==> src/rtl/alu_acc_ctrl_if.sv <==
// Bus bundle between the ALU accumulator controller, its operand/command source and the ALU.
// slave: controller side; master: switch/command source plus ALU side.
interface alu_acc_ctrl_if;
  logic [7:0] DIN;
  logic       LOAD_A;
  logic       LOAD_B;
  logic       EXEC;
  logic [2:0] OPS_IN;
  logic       CI_IN;
  logic [7:0] ALU_A;
  logic [7:0] ALU_B;
  logic [2:0] ALU_OPS;
  logic       ALU_CI;
  logic [7:0] ALU_OUT;
  logic       ALU_CO;
  logic       ALU_ALO;
  logic       ALU_EQO;
  logic       ALU_Z;
  logic [7:0] ACC;
  logic [3:0] FLAGS;
  logic       BUSY;
  logic       DONE;
  logic       ERR;
  logic [7:0] OPCOUNT;

  modport slave (
    input  DIN, LOAD_A, LOAD_B, EXEC, OPS_IN, CI_IN,
    input  ALU_OUT, ALU_CO, ALU_ALO, ALU_EQO, ALU_Z,
    output ALU_A, ALU_B, ALU_OPS, ALU_CI,
    output ACC, FLAGS, BUSY, DONE, ERR, OPCOUNT
  );

  modport master (
    output DIN, LOAD_A, LOAD_B, EXEC, OPS_IN, CI_IN,
    output ALU_OUT, ALU_CO, ALU_ALO, ALU_EQO, ALU_Z,
    input  ALU_A, ALU_B, ALU_OPS, ALU_CI,
    input  ACC, FLAGS, BUSY, DONE, ERR, OPCOUNT
  );
endinterface

==> src/rtl/alu_acc_ctrl.sv <==
// Sequences operand loads, ALU settle time and result capture for an external combinational ALU.
// Define ALU_CHAIN_EN to feed each result and carry back into operand A / carry-in.
//
// state   | meaning
// IDLE    | accepting LOAD_A/LOAD_B/EXEC, ALU inputs free to change
// SETTLE  | ALU inputs frozen for SETTLE_CYCLES cycles
// CAPTURE | ALU result registered into ACC/FLAGS on the closing edge
module alu_acc_ctrl #(
  parameter int unsigned SETTLE_CYCLES = 2
) (
  input logic           CLK,
  input logic           RST,
  alu_acc_ctrl_if.slave bus
);

  typedef enum logic [1:0] {IDLE, SETTLE, CAPTURE} state_t;

  state_t     state_q, state_d;
  logic [3:0] settle_cnt_q;
  logic [7:0] a_q, b_q, acc_q, opcount_q;
  logic [2:0] ops_q;
  logic [3:0] flags_q;
  logic       carry_q, busy_q, done_q, err_q;

  logic idle, exec_ok, exec_bad, settle_last, capture;

  always_comb begin
    state_d     = state_q;
    idle        = (state_q == IDLE);
    exec_ok     = idle && bus.EXEC && (bus.OPS_IN != 3'd7);
    exec_bad    = idle && bus.EXEC && (bus.OPS_IN == 3'd7);
    settle_last = (settle_cnt_q == 4'(SETTLE_CYCLES - 1));
    capture     = (state_q == CAPTURE);
    case (state_q)
      IDLE:    if (exec_ok) state_d = SETTLE;
      SETTLE:  if (settle_last) state_d = CAPTURE;
      CAPTURE: state_d = IDLE;
      default: state_d = IDLE;
    endcase
  end

  always_ff @(posedge CLK) begin
    if (RST) begin
      state_q      <= IDLE;
      settle_cnt_q <= '0;
      a_q          <= '0;
      b_q          <= '0;
      acc_q        <= '0;
      opcount_q    <= '0;
      ops_q        <= '0;
      flags_q      <= '0;
      carry_q      <= 1'b0;
      busy_q       <= 1'b0;
      done_q       <= 1'b0;
      err_q        <= 1'b0;
    end else begin
      state_q <= state_d;
      done_q  <= capture;
      err_q   <= exec_bad;

      if (exec_ok) begin
        ops_q        <= bus.OPS_IN;
        settle_cnt_q <= '0;
        busy_q       <= 1'b1;
      end else if (state_q == SETTLE) begin
        settle_cnt_q <= settle_cnt_q + 4'd1;
      end

      // Loads land on the EXEC edge too, so the ALU settles on the new operands.
      if (idle && bus.LOAD_A) a_q <= bus.DIN;
      if (idle && bus.LOAD_B) b_q <= bus.DIN;

      if (capture) begin
        acc_q     <= bus.ALU_OUT;
        flags_q   <= {bus.ALU_CO, bus.ALU_ALO, bus.ALU_EQO, bus.ALU_Z};
        opcount_q <= opcount_q + 8'd1;
        busy_q    <= 1'b0;
      end

`ifdef ALU_CHAIN_EN
      if (capture) begin
        a_q     <= bus.ALU_OUT;
        carry_q <= bus.ALU_CO;
      end else if (idle && bus.LOAD_A) begin
        carry_q <= 1'b0;
      end
`else
      if (exec_ok) carry_q <= bus.CI_IN;
`endif
    end
  end

  assign bus.ALU_A   = a_q;
  assign bus.ALU_B   = b_q;
  assign bus.ALU_OPS = ops_q;
  assign bus.ALU_CI  = carry_q;
  assign bus.ACC     = acc_q;
  assign bus.FLAGS   = flags_q;
  assign bus.BUSY    = busy_q;
  assign bus.DONE    = done_q;
  assign bus.ERR     = err_q;
  assign bus.OPCOUNT = opcount_q;

endmodule

==> src/flat_wrapper.sv <==
// flat-port wrapper written by rule: the top's interface ports become plain ports
module alu_acc_ctrl_flat 
#(
  parameter int unsigned SETTLE_CYCLES = 2
)
  (CLK, RST, bus_DIN, bus_LOAD_A, bus_LOAD_B, bus_EXEC, bus_OPS_IN, bus_CI_IN, bus_ALU_OUT, bus_ALU_CO, bus_ALU_ALO, bus_ALU_EQO, bus_ALU_Z, bus_ALU_A, bus_ALU_B, bus_ALU_OPS, bus_ALU_CI, bus_ACC, bus_FLAGS, bus_BUSY, bus_DONE, bus_ERR, bus_OPCOUNT);
  alu_acc_ctrl_if bus_i ();
  input logic CLK;
  input logic RST;
  input wire logic [$bits(bus_i.DIN)-1:0] bus_DIN;
  input wire logic [$bits(bus_i.LOAD_A)-1:0] bus_LOAD_A;
  input wire logic [$bits(bus_i.LOAD_B)-1:0] bus_LOAD_B;
  input wire logic [$bits(bus_i.EXEC)-1:0] bus_EXEC;
  input wire logic [$bits(bus_i.OPS_IN)-1:0] bus_OPS_IN;
  input wire logic [$bits(bus_i.CI_IN)-1:0] bus_CI_IN;
  input wire logic [$bits(bus_i.ALU_OUT)-1:0] bus_ALU_OUT;
  input wire logic [$bits(bus_i.ALU_CO)-1:0] bus_ALU_CO;
  input wire logic [$bits(bus_i.ALU_ALO)-1:0] bus_ALU_ALO;
  input wire logic [$bits(bus_i.ALU_EQO)-1:0] bus_ALU_EQO;
  input wire logic [$bits(bus_i.ALU_Z)-1:0] bus_ALU_Z;
  output wire logic [$bits(bus_i.ALU_A)-1:0] bus_ALU_A;
  output wire logic [$bits(bus_i.ALU_B)-1:0] bus_ALU_B;
  output wire logic [$bits(bus_i.ALU_OPS)-1:0] bus_ALU_OPS;
  output wire logic [$bits(bus_i.ALU_CI)-1:0] bus_ALU_CI;
  output wire logic [$bits(bus_i.ACC)-1:0] bus_ACC;
  output wire logic [$bits(bus_i.FLAGS)-1:0] bus_FLAGS;
  output wire logic [$bits(bus_i.BUSY)-1:0] bus_BUSY;
  output wire logic [$bits(bus_i.DONE)-1:0] bus_DONE;
  output wire logic [$bits(bus_i.ERR)-1:0] bus_ERR;
  output wire logic [$bits(bus_i.OPCOUNT)-1:0] bus_OPCOUNT;
  assign bus_i.DIN = bus_DIN;
  assign bus_i.LOAD_A = bus_LOAD_A;
  assign bus_i.LOAD_B = bus_LOAD_B;
  assign bus_i.EXEC = bus_EXEC;
  assign bus_i.OPS_IN = bus_OPS_IN;
  assign bus_i.CI_IN = bus_CI_IN;
  assign bus_i.ALU_OUT = bus_ALU_OUT;
  assign bus_i.ALU_CO = bus_ALU_CO;
  assign bus_i.ALU_ALO = bus_ALU_ALO;
  assign bus_i.ALU_EQO = bus_ALU_EQO;
  assign bus_i.ALU_Z = bus_ALU_Z;
  assign bus_ALU_A = bus_i.ALU_A;
  assign bus_ALU_B = bus_i.ALU_B;
  assign bus_ALU_OPS = bus_i.ALU_OPS;
  assign bus_ALU_CI = bus_i.ALU_CI;
  assign bus_ACC = bus_i.ACC;
  assign bus_FLAGS = bus_i.FLAGS;
  assign bus_BUSY = bus_i.BUSY;
  assign bus_DONE = bus_i.DONE;
  assign bus_ERR = bus_i.ERR;
  assign bus_OPCOUNT = bus_i.OPCOUNT;
  alu_acc_ctrl #(.SETTLE_CYCLES(SETTLE_CYCLES)) u_core (.CLK(CLK), .RST(RST), .bus(bus_i));
endmodule
==> config.mk <==
export PLATFORM = sky130hd
export DESIGN_NAME = alu_acc_ctrl_flat
export DESIGN_NICKNAME = d
export VERILOG_FILES = /design/src/rtl/alu_acc_ctrl_if.sv /design/src/rtl/alu_acc_ctrl.sv /design/src/flat_wrapper.sv
export SDC_FILE = /design/constraint.sdc
export NUM_CORES = 1
export LEC_CHECK = 0
export ABC_AREA = 1
export CORE_MARGIN = 2
export CORE_UTILIZATION = 42
export DETAILED_ROUTE_END_ITERATION = 10
export HOLD_SLACK_MARGIN = 0.12
export PLACE_DENSITY = 0.86
export SLEW_MARGIN = 20
export SYNTH_ARGS = -nofsm -noshare
export SYNTH_HDL_FRONTEND = slang
export SYNTH_SLANG_ARGS = --single-unit
==> constraint.sdc <==
create_clock -name CLK -period 1.27 [get_ports CLK]
set_input_delay 0.381 -clock CLK [delete_from_list [all_inputs] [get_ports CLK]]
set_output_delay 0.381 -clock CLK [all_outputs]
set_load 0.02 [all_outputs]
==> results of run 1 <==
-- critical path, stage by stage, from the launching register on --
cell and delay (ps):
dfxtp_1 370, nor2_2 230, nand2_1 230, inv_2 180, nor2_1 60, nor2_1 110
-- registers in the layout (all words and copies together) (netlist names) --
register and flops:
u_core.bus.ALU_OPS 3, u_core.bus.ALU_CI 1, u_core.bus.ACC 8, u_core.bus.DONE 1
u_core.bus.OPCOUNT 8, u_core.bus.ERR 1, u_core.state_q 2, u_core.bus.ALU_B 8
u_core.bus.ALU_A 8, u_core.settle_cnt_q 4, u_core.bus.BUSY 1, u_core.bus.FLAGS 4
-- power groups by stage --
stage / clock [W] / combinational [W] / sequential, W
after floorplan: 0 / 0.000157 / 0.00177
final: 0.00127 / 0.000470 / 0.00165
after CTS: 0.00130 / 0.000469 / 0.00165
after global routing: 0.00137 / 0.000516 / 0.00166
after global placement: 0 / 0.000513 / 0.00168
after detailed placement: 0 / 0.000527 / 0.00169
-- routing by layer --
layer	wire length, um	GRT usage	vias to the layer above
met5	0	0	-
met4	28	0.04915	0
met3	261	0.06105	5
met2	2283	0.3494	50
met1	1867	0.2136	801
li1	-	-	920
-- worst min path at each step --
stage / startpoint / end / slack (ps) / cells past startpoint
2_1_floorplan: RST / u_core.state_q[0] / 450 / 1
3_3_place_gp: u_core.bus.ALU_OPS[2] / u_core.bus.ALU_OPS[2] / 450 / 2
3_5_place_dp: u_core.bus.ACC[1] / u_core.bus.ACC[1] / 460 / 2
4_1_cts: u_core.bus.ACC[1] / u_core.bus.ACC[1] / 470 / 2
5_1_grt: u_core.bus.ACC[1] / u_core.bus.ACC[1] / 490 / 2
6_report: u_core.bus.ACC[1] / u_core.bus.ACC[1] / 470 / 2
-- through the flow --
| step | instances | hold slack (ps) | utilization | worst slack (ps) |
|---|---|---|---|---|
| CTS | 375 | 474.5 | 0.6427 | 6.139 |
| global route | 375 | 492.3 | 0.6445 | -49.50 |
| floorplan | 236 | 450.1 | - | 73.11 |
| global placement | 367 | 451.9 | 0.6595 | -203.7 |
| detailed placement | 367 | 462.1 | 0.6595 | -250.5 |
| finish | 375 | 474.3 | 0.6445 | 29.43 |
-- layout by cell type, fill, tap and decap left out, types with 2 or more instances in the layout --
cell | netlist | final
inv_1 | 13 | 12
dfxtp_2 | 0 | 2
o21ai_0 | 22 | 19
nor3_1 | 2 | 2
inv_2 | 3 | 3
nor2_4 | 1 | 2
nor2_1 | 54 | 54
nand2_2 | 1 | 2
buf_4 | 0 | 15
clkdlybuf4s50_1 | 0 | 28
dfxtp_1 | 49 | 47
bufinv_16 | 0 | 2
ha_1 | 3 | 2
xor2_1 | 3 | 3
nand2_1 | 48 | 47
a21oi_1 | 3 | 3
nand3_1 | 23 | 22
buf_2 | 2 | 43
o21ai_1 | 0 | 3
clkbuf_8 | 0 | 5
-- final cells by class --
class                      count  area, um2  area share
clock buffer                   5      68.82     0.02613
inverter                      16      62.56     0.02375
timing repair buffer          87      628.1      0.2385
clock inverter                 3      65.06     0.02470
multi-input combinational    165      763.2      0.2898
tap                           50      62.56     0.02375
sequential                    49      983.4      0.3734
-- cells by family after synthesis --
logic type | share of synthesized area
adder cells (fa/ha/maj) | 0.02069
buffers and inverters | 0.04690
XOR/XNOR | 0.01931
flip-flops | 0.5407
AND/OR/NAND/NOR | 0.3034
AO/OA/AOI/OAI | 0.06897
-- timing repair --
item / in CTS / in global routing
setup endpoints to repair: 43 / 26
hold endpoints to repair: 0 / 0
pin swaps: 0 / 1
gates resized for setup: 170 / 13
==> summary.md, run 1 <==
| Metric | Value |
|---|---|
| Status | complete, no violations |
| Switching share of power | 0.2359 |
| Post-synth top area share | 0.5407 |
| Setup slack, reg-to-reg | 30 ps |
| Std-Cell Rows | 23 |
| Drt pass-1 iters | 4 |
| Sw Pwr | 0.0007999 W |
| Max cap viols | 0 |
| Max FO, Critical Path | 9 |
| Critical Path RT | 1500 ps |
| First-pass GRT wire length | 7.465 mm |
| Logic pwr share | 0.139 |
| Synth Instances | 236 |
| Die X | 69.73 um |
| Leak | 1.298 nW |
| Clk root buf | clkbuf_8 |
| Setup crit end kind | flop |
| Initial cell density of the core | 0.4440 |
| Slew HR | 0.8319 |
| All-Layer GR Usage | 0.1911 |
| Yosys reg bits | 49 |
| CTS Buf Count | 5 |
| Fill cells | 392 |
| PortBufs | 71 |
| DP Area | 2695 um2 |
| Internal power | 0.002591 W |
| Routed len/inst | 11.84 um |
| Core area | 4086 um2 |
| Syn Area/Cell | 7.687 um2 |
| TNS Setup | 0 ps |
| Area leader, netlist | dfxtp_1 |
| Setup Buffers After CTS | 0 |
| Area Growth Syn to Fin | 45.17% |
| Fraction of layout cells with a size suffix above 1 | 0.2492 |
| Synth unique cells | 20 |
| Most frequent cell after synthesis | nor2_1 |
| Post-synth net total | 268 |
| Final global-route overflow total | 0 |
| Peak VDD IR | 0.9211 mV |
| Hold Path Class | flop to flop |
| Total power | 0.003391 W |
| Initial DRC Count | 96 |
| H-tree depth | 2 |
| # diodes | 0 |
| CTS Hold Buffers Added | 0 |
| Sequential share of the synthesized area | 0.5407 |
| Worst r2r dst | u_core.bus.ALU_A[3] |
| Via/cell ratio | 4.736 |
| TritonCTS clock tree | yes |
| DP HPWL | 3.322 mm |
| Reg2Reg Depth | 5 |
| Sequential share of power | 0.486 |
| Post-synth top cells | nor2_1, dfxtp_1, nand2_1 |
| Worst Max-Slew Pin Slew | 251.5 ps |
| Final net count | 356 |
| Max clock buf depth | 2 |
| RSZ-0062 raised after global routing | yes |
| Final clock skew | 8.282 ps |
| # IOs | 72 |
| WL final | 4.441 mm |
| DR vias | 1,776 |
| Die H | 69.73 um |
| Synth Flop Type | dfxtp_1 |
| Number of synthesized flops with an enable pin | 0 |
| CTS sink cnt | 49 |
| Final setup fails | 0 |
| Slew Limit Fails | 0 |
| Synth Warn # | 0 |
| Drt drc | 0 |
| Critical Path Source | u_core.state_q[1] |
| Largest net degree at the start of global routing | 30 |
| Clock Power Share | 0.375 |
| Total power per unit cell area | 1287 nW/um2 |
| Final min period | 1241 ps |
| Later-pin clock latency in the skew report | 300 ps |
| DIE AREA | 4862 um2 |
| Routability cong. | 0.8474 |
| Worst-path clk slew | 90 ps |
| Worst Setup EP | u_core.bus.ALU_A[3] |
| Hold violation total from the final report | 0 |
| WS Path Type | flop to flop |
| Async SR Flop Fraction | 0 |
| Number of global-route vias before repair | 1,753 |
| CP startpoint kind | flop |
| CP arrival | 1470 ps |
| Mapped Area | 1814 um2 |
| Achievable Freq | 806.1 MHz |
| Post-route cell area | 2634 um2 |
| Final period util | 0.9768 |
| Routed Antenna Nets | 0 |
| Antenna violations before repair | 0 |
| Area contributors post-synth | dfxtp_1, nor2_1, nand2_1, nand3_1, o21ai_0 |
| Worst r2r src | u_core.state_q[1] |
No activity file was read; power rests on OpenSTA's default activity.
==> run 2, diff against run 1 <==
CORE_MARGIN = not set   (was 2)
CORE_UTILIZATION = 38   (was 42)
PLACE_DENSITY = 0.82   (was 0.86)
clock period = 1.1 ns   (was 1.27 ns; I/O delays follow)
==> summary.md, run 2 (same netlist as run 1, synthesis figures left out) <==
| Metric | Value |
|---|---|
| Status | finished, violations left (was complete, no violations) |
| Failing checks | design-rule violations, negative setup slack |
| Die H | 71.10 um (was 69.73 um) |
| Area Growth Syn to Fin | 75.24% (was 45.17%) |
| H-tree depth | 2 (unchanged) |
| CTS Buf Count | 5 (unchanged) |
| Fraction of layout cells with a size suffix above 1 | 0.4481 (was 0.2492) |
| Critical path's top delay family | flip-flops (was simple AND/OR/NAND/NOR gates) |
| All-Layer GR Usage | 0.1920 (was 0.1911) |
| Place WS | -387.6 ps (was -250.5 ps) |
| Max FO, Critical Path | 2 (was 9) |
| Via/cell ratio | 4.838 (was 4.736) |
| DR vias | 1,882 (was 1,776) |
| Length of routed wiring on met1 | 2.133 mm (was 1.867 mm) |
| Slew HR | 0.8643 (was 0.8319) |
| Drt drc | 6 (was 0) |
| WL final | 4.947 mm (was 4.441 mm) |
| CP startpoint kind | flop (unchanged) |
| Worst Path Buf+Inv | 1 (unchanged) |
| Fin worst setup slack | -9.025 ps (was 29.43 ps) |
| Number of global-route vias before repair | 1,786 (was 1,753) |
| Drt pass-1 iters | 8 (was 4) |
| Clk root buf | clkbuf_8 (unchanged) |
| RSZ-0062 raised after global routing | yes (unchanged) |
| Final clock skew | 9.558 ps (was 8.282 ps) |
| Later-pin clock latency in the skew report | 300 ps (about the same) |
| Final setup fails | 2 (was 0) |
| TritonCTS clock tree | yes (unchanged) |
| WHS | 366.9 ps (was 474.3 ps) |
| DIE AREA | 5055 um2 (was 4862 um2) |
| CTS Hold Buffers Added | 0 (unchanged) |
| Peak VDD IR | 0.9106 mV (was 0.9211 mV) |
| Commonest non-fill, non-tap cell in the layout | nor2_1 (unchanged) |
| Fill cells | 324 (was 392) |
| Routed Antenna Nets | 0 (unchanged) |
| Worst-path clk slew | 90 ps (about the same) |
| Most frequent cells in the layout | nor2_1, buf_6, nand2_1, dfxtp_2, clkdlybuf4s50_1 (was nor2_1, nand2_1, dfxtp_1) |
| DP HPWL | 3.188 mm (was 3.322 mm) |
| Initial cell density of the core | 0.4055 (was 0.4440) |
| First-pass GRT wire length | 7.562 mm (was 7.465 mm) |
| Std-Cell Rows | 24 (was 23) |
| Core area | 4474 um2 (was 4086 um2) |
| Final net count | 369 (was 356) |
| Routed len/inst | 12.72 um (was 11.84 um) |
| Routability cong. | 0.8210 (was 0.8474) |
| Initial DRC Count | 73 (was 96) |
| Reg area | 1040 um2 (was 983.4 um2) |
| Max clock buf depth | 2 (unchanged) |
| Slowest CP cell | dfxtp_2 (was dfxtp_1) |
| Max incr delay on CP | 360 ps (was 370 ps) |
| Met2 Routed Length | 2.497 mm (was 2.283 mm) |
| Setup crit end kind | output pin (was flop) |
| Highest routed layer | met4 (unchanged) |
| # IOs | 72 (unchanged) |
| Final global-route overflow total | 0 (unchanged) |
| Routed length on met3 | 246 um (was 261 um) |
| Largest net degree at the start of global routing | 23 (was 30) |
| Hold Path Class | input pin to flop (was flop to flop) |
| CP Cell Sequence | buf_6 (was nor2_2 -> nand2_1 -> inv_2 -> nor2_1 -> nor2_1) |
| WS Path Type | flop to output pin (was flop to flop) |
| Total power per unit cell area | 1227 nW/um2 (was 1287 nW/um2) |
| CTS sink cnt | 49 (unchanged) |
| Max cap viols | 0 (unchanged) |
| CP arrival | 780 ps (was 1470 ps) |
| Multi-input logic area | 879.6 um2 (was 763.2 um2) |
| Die X | 71.10 um (was 69.73 um) |
| # diodes | 0 (unchanged) |
| Leak | 1.458 nW (was 1.298 nW) |
| Achievable Freq | 901.7 MHz |
| Final period util | 1.008 |
| Final min period | 1109 ps |
| Antenna violations before repair | 0 (unchanged) |
| Critical Path RT | 770 ps (was 1500 ps) |
| PortBufs | 71 (unchanged) |
| Hold violation total from the final report | 0 (unchanged) |
| Slew Limit Fails | 0 (unchanged) |
| Worst Max-Slew Pin Slew | 203.0 ps (was 251.5 ps) |
run 2: power by group:
group	total, W	internal [W]	leakage (nW)	switching (W)
Sequential	0.00194	0.00187	0.419	0.0000647
Clock	0.00124	0.000662	0.0540	0.000580
Combinational	0.000723	0.000370	0.984	0.000353
Total	0.00390	0.00290	1.46	0.000997
run 2: layer usage:
layer | vias to the layer above | global-route usage
li1 | 952 | -
met1 | 863 | 0.2134
met2 | 60 | 0.3515
met3 | 7 | 0.05556
met4 | 0 | 0.06222
met5 | - | 0
run 2: area by class of cell:
cell class / instances / area share
clock inverters: 2 / 0.01102
well taps: 52 / 0.02046
flip-flops and latches: 49 / 0.3270
repair inverters: 1 / 0.002361
multi-input cells: 166 / 0.2767
clock buffers: 5 / 0.02165
repair buffers: 98 / 0.3196
inverters: 16 / 0.02125
run 2: stage by stage:
stage            util  cell area, um2  power, W  TNS (ps)  std cells
2_1_floorplan       -            1818  0.002220         0        236
3_3_place_gp   0.6010            2689  0.002528    -17500        369
3_5_place_dp   0.6010            2689  0.002544    -19280        369
4_1_cts        0.6706            3000  0.003838    -76.61        382
5_1_grt        0.7106            3179  0.004052    -787.6        389
6_report       0.7106            3179  0.003901    -14.24        389
run 2: worst paths after layout:
| path | start | endpoint | slack, ps | cells after the start |
|---|---|---|---|---|
| max | u_core.bus.ACC[1] | bus_ACC[1] | -9 | 1 |
| min | RST | u_core.bus.OPCOUNT[2] | 370 | 3 |
| max reg2reg | u_core.bus.OPCOUNT[1] | u_core.bus.OPCOUNT[2] | 0 | 6 |
| min reg2reg | u_core.bus.ALU_OPS[2] | u_core.bus.ALU_OPS[2] | 480 | 2 |
run 2: worst min-delay path, delay by kind of cell:
family                 cells  cell delay [ps]
buffers and inverters      2              270
AND/OR/NAND/NOR            1               40
run 2: what timing repair did:
item,CTS,global route
buffers inserted,6,5
resized for setup,312,41
cloned,0,2
hold endpoints to repair,0,0
pin swaps,4,13
setup endpoints to repair,69,85
